`config.mk`:
```
export PLATFORM = sky130hd
export DESIGN_NAME = shift_delay_line
export DESIGN_NICKNAME = d
export VERILOG_FILES = /design/src/rtl/shift_delay_line.sv
export SDC_FILE = /design/constraint.sdc
export NUM_CORES = 1
export LEC_CHECK = 0
export CORE_ASPECT_RATIO = 1.75
export CORE_MARGIN = 5
export CORE_UTILIZATION = 30
export DETAILED_ROUTE_END_ITERATION = 16
export SYNTH_ARGS = -nofsm -noshare
export SYNTH_HDL_FRONTEND = slang
export SYNTH_SLANG_ARGS = --single-unit
```
`constraint.sdc`:
```
create_clock -name clk -period 9.2 [get_ports clk]
set_clock_uncertainty 0.2 [all_clocks]
set_input_delay 1.84 -clock clk [delete_from_list [all_inputs] [get_ports clk]]
set_output_delay 1.84 -clock clk [all_outputs]
set_load 0.01 [all_outputs]
```
`src/rtl/shift_delay_line.sv`:
```
// rtl/shift_delay_line.sv - multi-channel shift delay line with shared clamped tap select
// Optional per-channel valid-stage count on fill_o when SHIFT_DELAY_FILL_EN is defined.
module shift_delay_line #(
  parameter int WIDTH    = 8,
  parameter int DEPTH    = 4,
  parameter int CHANNELS = 2,
  localparam int TAP_W   = $clog2(DEPTH)
`ifdef SHIFT_DELAY_FILL_EN
  , localparam int FILL_W = $clog2(DEPTH + 1)
`endif
) (
  input  logic                        clk,
  input  logic                        rst,
  input  logic [CHANNELS-1:0]         shift_en_i,
  input  logic [CHANNELS*WIDTH-1:0]   data_i,
  input  logic [CHANNELS-1:0]         valid_i,
  input  logic                        flush_i,
  input  logic [TAP_W-1:0]            tap_sel_i,
  output logic [CHANNELS*WIDTH-1:0]   data_o,
  output logic [CHANNELS-1:0]         valid_o,
  output logic [CHANNELS*WIDTH-1:0]   bypass_o
`ifdef SHIFT_DELAY_FILL_EN
  , output logic [CHANNELS*FILL_W-1:0] fill_o
`endif
);

  localparam logic [TAP_W:0] MAX_TAP = (TAP_W + 1)'(DEPTH - 1);

  logic [TAP_W-1:0]             eff_tap;
  logic [DEPTH-1:0][WIDTH-1:0]  stage_q [CHANNELS];
  logic [DEPTH-1:0][WIDTH-1:0]  stage_d [CHANNELS];
  logic [DEPTH-1:0]             vld_q   [CHANNELS];
  logic [DEPTH-1:0]             vld_d   [CHANNELS];

  assign bypass_o = data_i;

  // Tap codes beyond the last stage select the last stage.
  always_comb begin
    eff_tap = ({1'b0, tap_sel_i} > MAX_TAP) ? MAX_TAP[TAP_W-1:0] : tap_sel_i;
  end

  always_comb begin
    for (int c = 0; c < CHANNELS; c++) begin
      stage_d[c] = stage_q[c];
      vld_d[c]   = vld_q[c];
      if (flush_i) begin
        stage_d[c] = '0;
        vld_d[c]   = '0;
      end else if (shift_en_i[c]) begin
        stage_d[c] = {stage_q[c][DEPTH-2:0], data_i[c*WIDTH +: WIDTH]};
        vld_d[c]   = {vld_q[c][DEPTH-2:0], valid_i[c]};
      end
    end
  end

  // Output samples the next-state tap so a shift and its output land on one edge.
  always_ff @(posedge clk or posedge rst) begin
    if (rst) begin
      for (int c = 0; c < CHANNELS; c++) begin
        stage_q[c] <= '0;
        vld_q[c]   <= '0;
      end
      data_o  <= '0;
      valid_o <= '0;
    end else begin
      for (int c = 0; c < CHANNELS; c++) begin
        stage_q[c]                <= stage_d[c];
        vld_q[c]                  <= vld_d[c];
        data_o[c*WIDTH +: WIDTH]  <= stage_d[c][eff_tap];
        valid_o[c]                <= vld_d[c][eff_tap];
      end
    end
  end

`ifdef SHIFT_DELAY_FILL_EN
  logic [FILL_W-1:0] fill_q [CHANNELS];
  logic [FILL_W-1:0] fill_d [CHANNELS];

  // Count tracks the popcount of the valid bits, so it stays within 0..DEPTH.
  always_comb begin
    for (int c = 0; c < CHANNELS; c++) begin
      fill_d[c] = fill_q[c];
      if (flush_i)
        fill_d[c] = '0;
      else if (shift_en_i[c])
        fill_d[c] = fill_q[c] + FILL_W'(valid_i[c]) - FILL_W'(vld_q[c][DEPTH-1]);
    end
  end

  always_ff @(posedge clk or posedge rst) begin
    if (rst) begin
      for (int c = 0; c < CHANNELS; c++) fill_q[c] <= '0;
    end else begin
      for (int c = 0; c < CHANNELS; c++) fill_q[c] <= fill_d[c];
    end
  end

  always_comb begin
    fill_o = '0;
    for (int c = 0; c < CHANNELS; c++) fill_o[c*FILL_W +: FILL_W] = fill_q[c];
  end
`endif

endmodule

```
== Word-level counts from Yosys, hierarchy flattened ==
Cells that the tools add are included.

* Magnitude comparators: 1
* Muxes and demuxes: 16

{| class="wikitable"
|+ Operators with widths
! operator !! count
|-
| 2-to-1 mux 32 bit || 4
|-
| binary-select mux 8 bit (select 2 bit) || 2
|-
| 2-to-1 mux 4 bit || 4
|-
| 2-to-1 mux 8 bit || 2
|-
| binary-select mux 1 bit (select 2 bit) || 2
|-
| < comparator 2 x 3 -> 1 bit, second input constant || 1
|-
| 2-to-1 mux 1 bit || 2
|}

* Register bits after elaboration: 90
* Input bits: 25
* Output and inout port bits: 34

== Depth between registers and ports, before layout ==
* Word-level depth: 4
* Depth in mapped cells: 6

== Least setup slack after synthesis ==
Ideal clock, no wire load.

* Path kind: in2out
* Start point: input port data_i[0]
* End point: output port bypass_o[0]
* Data arrival time: 1959 ps
* Data required time: 7160 ps
* Path slack: 5201 ps
* Stages on the path: 1
* Buffers on the path: 1
* Cell sequence: buf_4

{| class="wikitable"
|+ RTL lines
! what !! line !! RTL
|-
| start, declared || 15 || <nowiki>input logic [CHANNELS*WIDTH-1:0] data_i,</nowiki>
|-
| end, declared || 21 || <nowiki>output logic [CHANNELS*WIDTH-1:0] bypass_o</nowiki>
|}

No word-level cell between the ends.

== Final worst setup path ==
* Start point: input port data_i[1]
* End point: output port bypass_o[1]

No word-level cell between the ends.

==> metrics.md <==
| Metric | Value |
|---|---|
| Status | finished clean |
| H-tree Lvls | 3 |
| Post-Synthesis Cells | between 300 and 400 |
| Syn-to-layout area delta | 18.3% |
| Post-DP HPWL | slightly below 5000 um |
| Top-area cell type share of the netlist area | 0.553 |
| VDD IR-drop max | about 0.095 mV |
| Post-synth EDFFs | 0 |
| Vias in the first global route | about 2800 |
| Slew HR | 0.259 |
| Slowest Stage Delay on Critical Path | 550 ps |
| Worst EP required | 7160 ps |
| Number of antenna diodes | 0 |
| Layout cell share with drive strength beyond 1 | 0.0872 |
| RSZ-0062 raised after global routing | false |
| Via count | 2569 |
| Setup crit start kind | input port |
| Total congestion overflow | 0 |
| Class of the worst hold path | reg -> reg |
| CP Class | in -> out |
| CP cell instances | clkdlybuf4s50_1, clkdlybuf4s50_1 |
| Initial Utilization | 0.304 |
| Tot GR Track Use | 0.102 |
| Syn_area_per_cell | 12.2 um2 |
| WP buf/inv | 2 |
| Post-CTS Hold Buffers | 0 |
| Clk slew on worst S/H paths | roughly 60 ps |
| Global-route wire length before repair | about 13000 um |
| Initial DRC count | 66 |
| Root buffer cell | clkbuf_16 |
| Most frequent cells after synthesis | dfrtp_1 (90), mux2i_1 (72), nor2_1 (72) |
| Worst slew pin tran | 1110 ps |
| Clock latency at the later pin of the worst-skew pair | between 300 and 400 ps |
| Worst Path Max Fanout | 2 |
| Max Cap Viol | 0 |
| DP Area | between 0.004 and 0.005 mm2 |
| Num Clock Sinks | 90 |
| Std cell rows | 56 |
| Final hold violations | 0 |
| Largest net degree at the start of global routing | between 90 and 100 |
| P_leak | about 2.2 nW |
| Antenna Nets Post-Route | 0 |
| Cts bufs inserted | 9 |
| Clock Tree Buf Depth | 2 |
| IO Pins | 59 |
| Die area | around 0.016 mm2 |
| Setup violations, final | 0 |
| Post-cts repair resize count | 0 |
| Pwr/cell area | roughly 180 mW/mm2 |
| Worst EP arrival | ~2900 ps |
| Core area | between 0.01 and 0.015 mm2 |
| Area leader, netlist | dfrtp_1 |
| Synthesis Warnings | 0 |
| Worst path most repeated cell | clkdlybuf4s50_1 |
| Initial antenna violation count | 0 |
| CTS tree | built |
| Post-Syn Area | between 0.004 and 0.005 mm2 |
| Period utilisation layout | 0.536 |
| Fill count | between 1000 and 1500 |
| Setup TNS after final layout | 0 ps |
| Non-Filler Instances | approximately 540 |
| Fmax | between 200 and 250 MHz |
| Count leader, synth | dfrtp_1 |
| Post-CTS setup buffers | 0 |
| Synth Register Bits | 90 |
| Syn Nets | 360 |
| Nets@finish | 387 |
| Design Area, Final | 0.00482 mm2 |
| Synth area leaders | dfrtp_1 (55%), mux2i_1 (18%), nor2_1 (6.6%) |
| Main synth FF type | dfrtp_1 |
| Drt wl/cell | about 14 um |
| # DRC | 0 |
| Number of port buffers | 58 |
| Routed vias/inst | about 4.7 |
| Share of flip-flops with an asynchronous set or reset | 1.00 |
| Die height | approximately 160 um |
| Die Wd | just under 100 um |
| CP top delay family | buffers and inverters |
| Post-synthesis cell type count | 14 |
| DP Cell Count | between 500 and 600 |
| GPL Wtd Cong | between 0.6 and 0.7 |
| Final Max Slew Viols | 0 |
| DRT Pass-1 Iters | 4 |
| Slowest-stage cell, CP | clkdlybuf4s50_1 |
| Total wire length | 7770 um |
| Seq/Total Area, Yosys | 0.553 |
| Final min period | between 4000 and 5000 ps |
| Tot Pwr | 0.878 mW |
| Worst Setup End Kind | output pin |
[layout by cell type, fill, tap and decap left out]
cell | synthesis | routed
nor2_1 | 72 | 72
nand2b_4 | 1 | 1
or2_2 | 0 | 1
dfrtp_1 | 90 | 90
inv_4 | 0 | 1
clkdlybuf4s50_1 | 0 | 54
clkbuf_16 | 0 | 9
o221ai_1 | 11 | 11
mux2i_1 | 72 | 72
clkbuf_8 | 1 | 1
clkinvlp_4 | 0 | 3
clkinv_2 | 0 | 1
o22ai_1 | 18 | 18
o221ai_2 | 7 | 7
clkinv_4 | 0 | 1
o21a_1 | 18 | 18
bufinv_16 | 0 | 1
buf_2 | 0 | 4
buf_4 | 18 | 2
[flip-flops by register name, summed over array words and instances, names as in the netlist]
register	count
stage_q	64
data_o	16
vld_q	8
valid_o	2
[stage by stage]
stage	util	hold WS (ps)	worst slack, ps
2_1_floorplan	-	280	4820
3_3_place_gp	0.337	300	4270
3_5_place_dp	0.337	308	4270
4_1_cts	0.360	323	4260
5_1_grt	0.360	364	4230
6_report	0.360	316	4270
[worst paths after layout]
path	start	endpoint	slack (ps)	cells past startpoint
min in group asynchronous	rst	stage_q[34]$_DFF_PP0_	1890	2
max in group asynchronous	rst	vld_q[6]$_DFF_PP0_	6140	2
worst max register to register	stage_q[39]$_DFF_PP0_	data_o[7]$_DFF_PP0_	7980	3
worst max-delay path	data_i[1]	bypass_o[1]	4270	2
worst min register to register	vld_q[7]$_DFF_PP0_	vld_q[7]$_DFF_PP0_	320	2
worst min-delay path	vld_q[7]$_DFF_PP0_	vld_q[7]$_DFF_PP0_	320	2
[cell type report]
cell class / count / area (um2) / area share
Sequential cell: 90 / 2250 / 0.468
Multi-Input combinational cell: 200 / 1460 / 0.303
Timing Repair Buffer: 60 / 576 / 0.119
Clock buffer: 10 / 239 / 0.0496
Tap cell: 174 / 218 / 0.0452
Clock inverter: 6 / 66.3 / 0.0138
Inverter: 1 / 6.26 / 0.00130
[cell families (layout without fill, tap and decap cells)]
group,Yosys count,count (layout),share of synthesized area
buffers and inverters,45,77,0.0882
multiplexers,72,72,0.177
AO/OA/AOI/OAI,54,54,0.110
flip-flops,90,90,0.553
AND/OR/NAND/NOR,74,74,0.0713
[report_power, final]
| group | internal, mW | switching (mW) |
|---|---|---|
| Clock | 0.218 | 0.147 |
| Combinational | 0.0452 | 0.0526 |
| Sequential | 0.410 | 0.00608 |
| Total | 0.673 | 0.206 |
[layer usage]
layer	vias up	global-route usage	part of all wire
met5	-	0	0
met3	6	0.0263	0.041
met2	46	0.187	0.53
li1	1211	-	-
met1	1306	0.113	0.42
met4	0	0.0397	0.014
No activity file was read; power rests on OpenSTA's default activity.
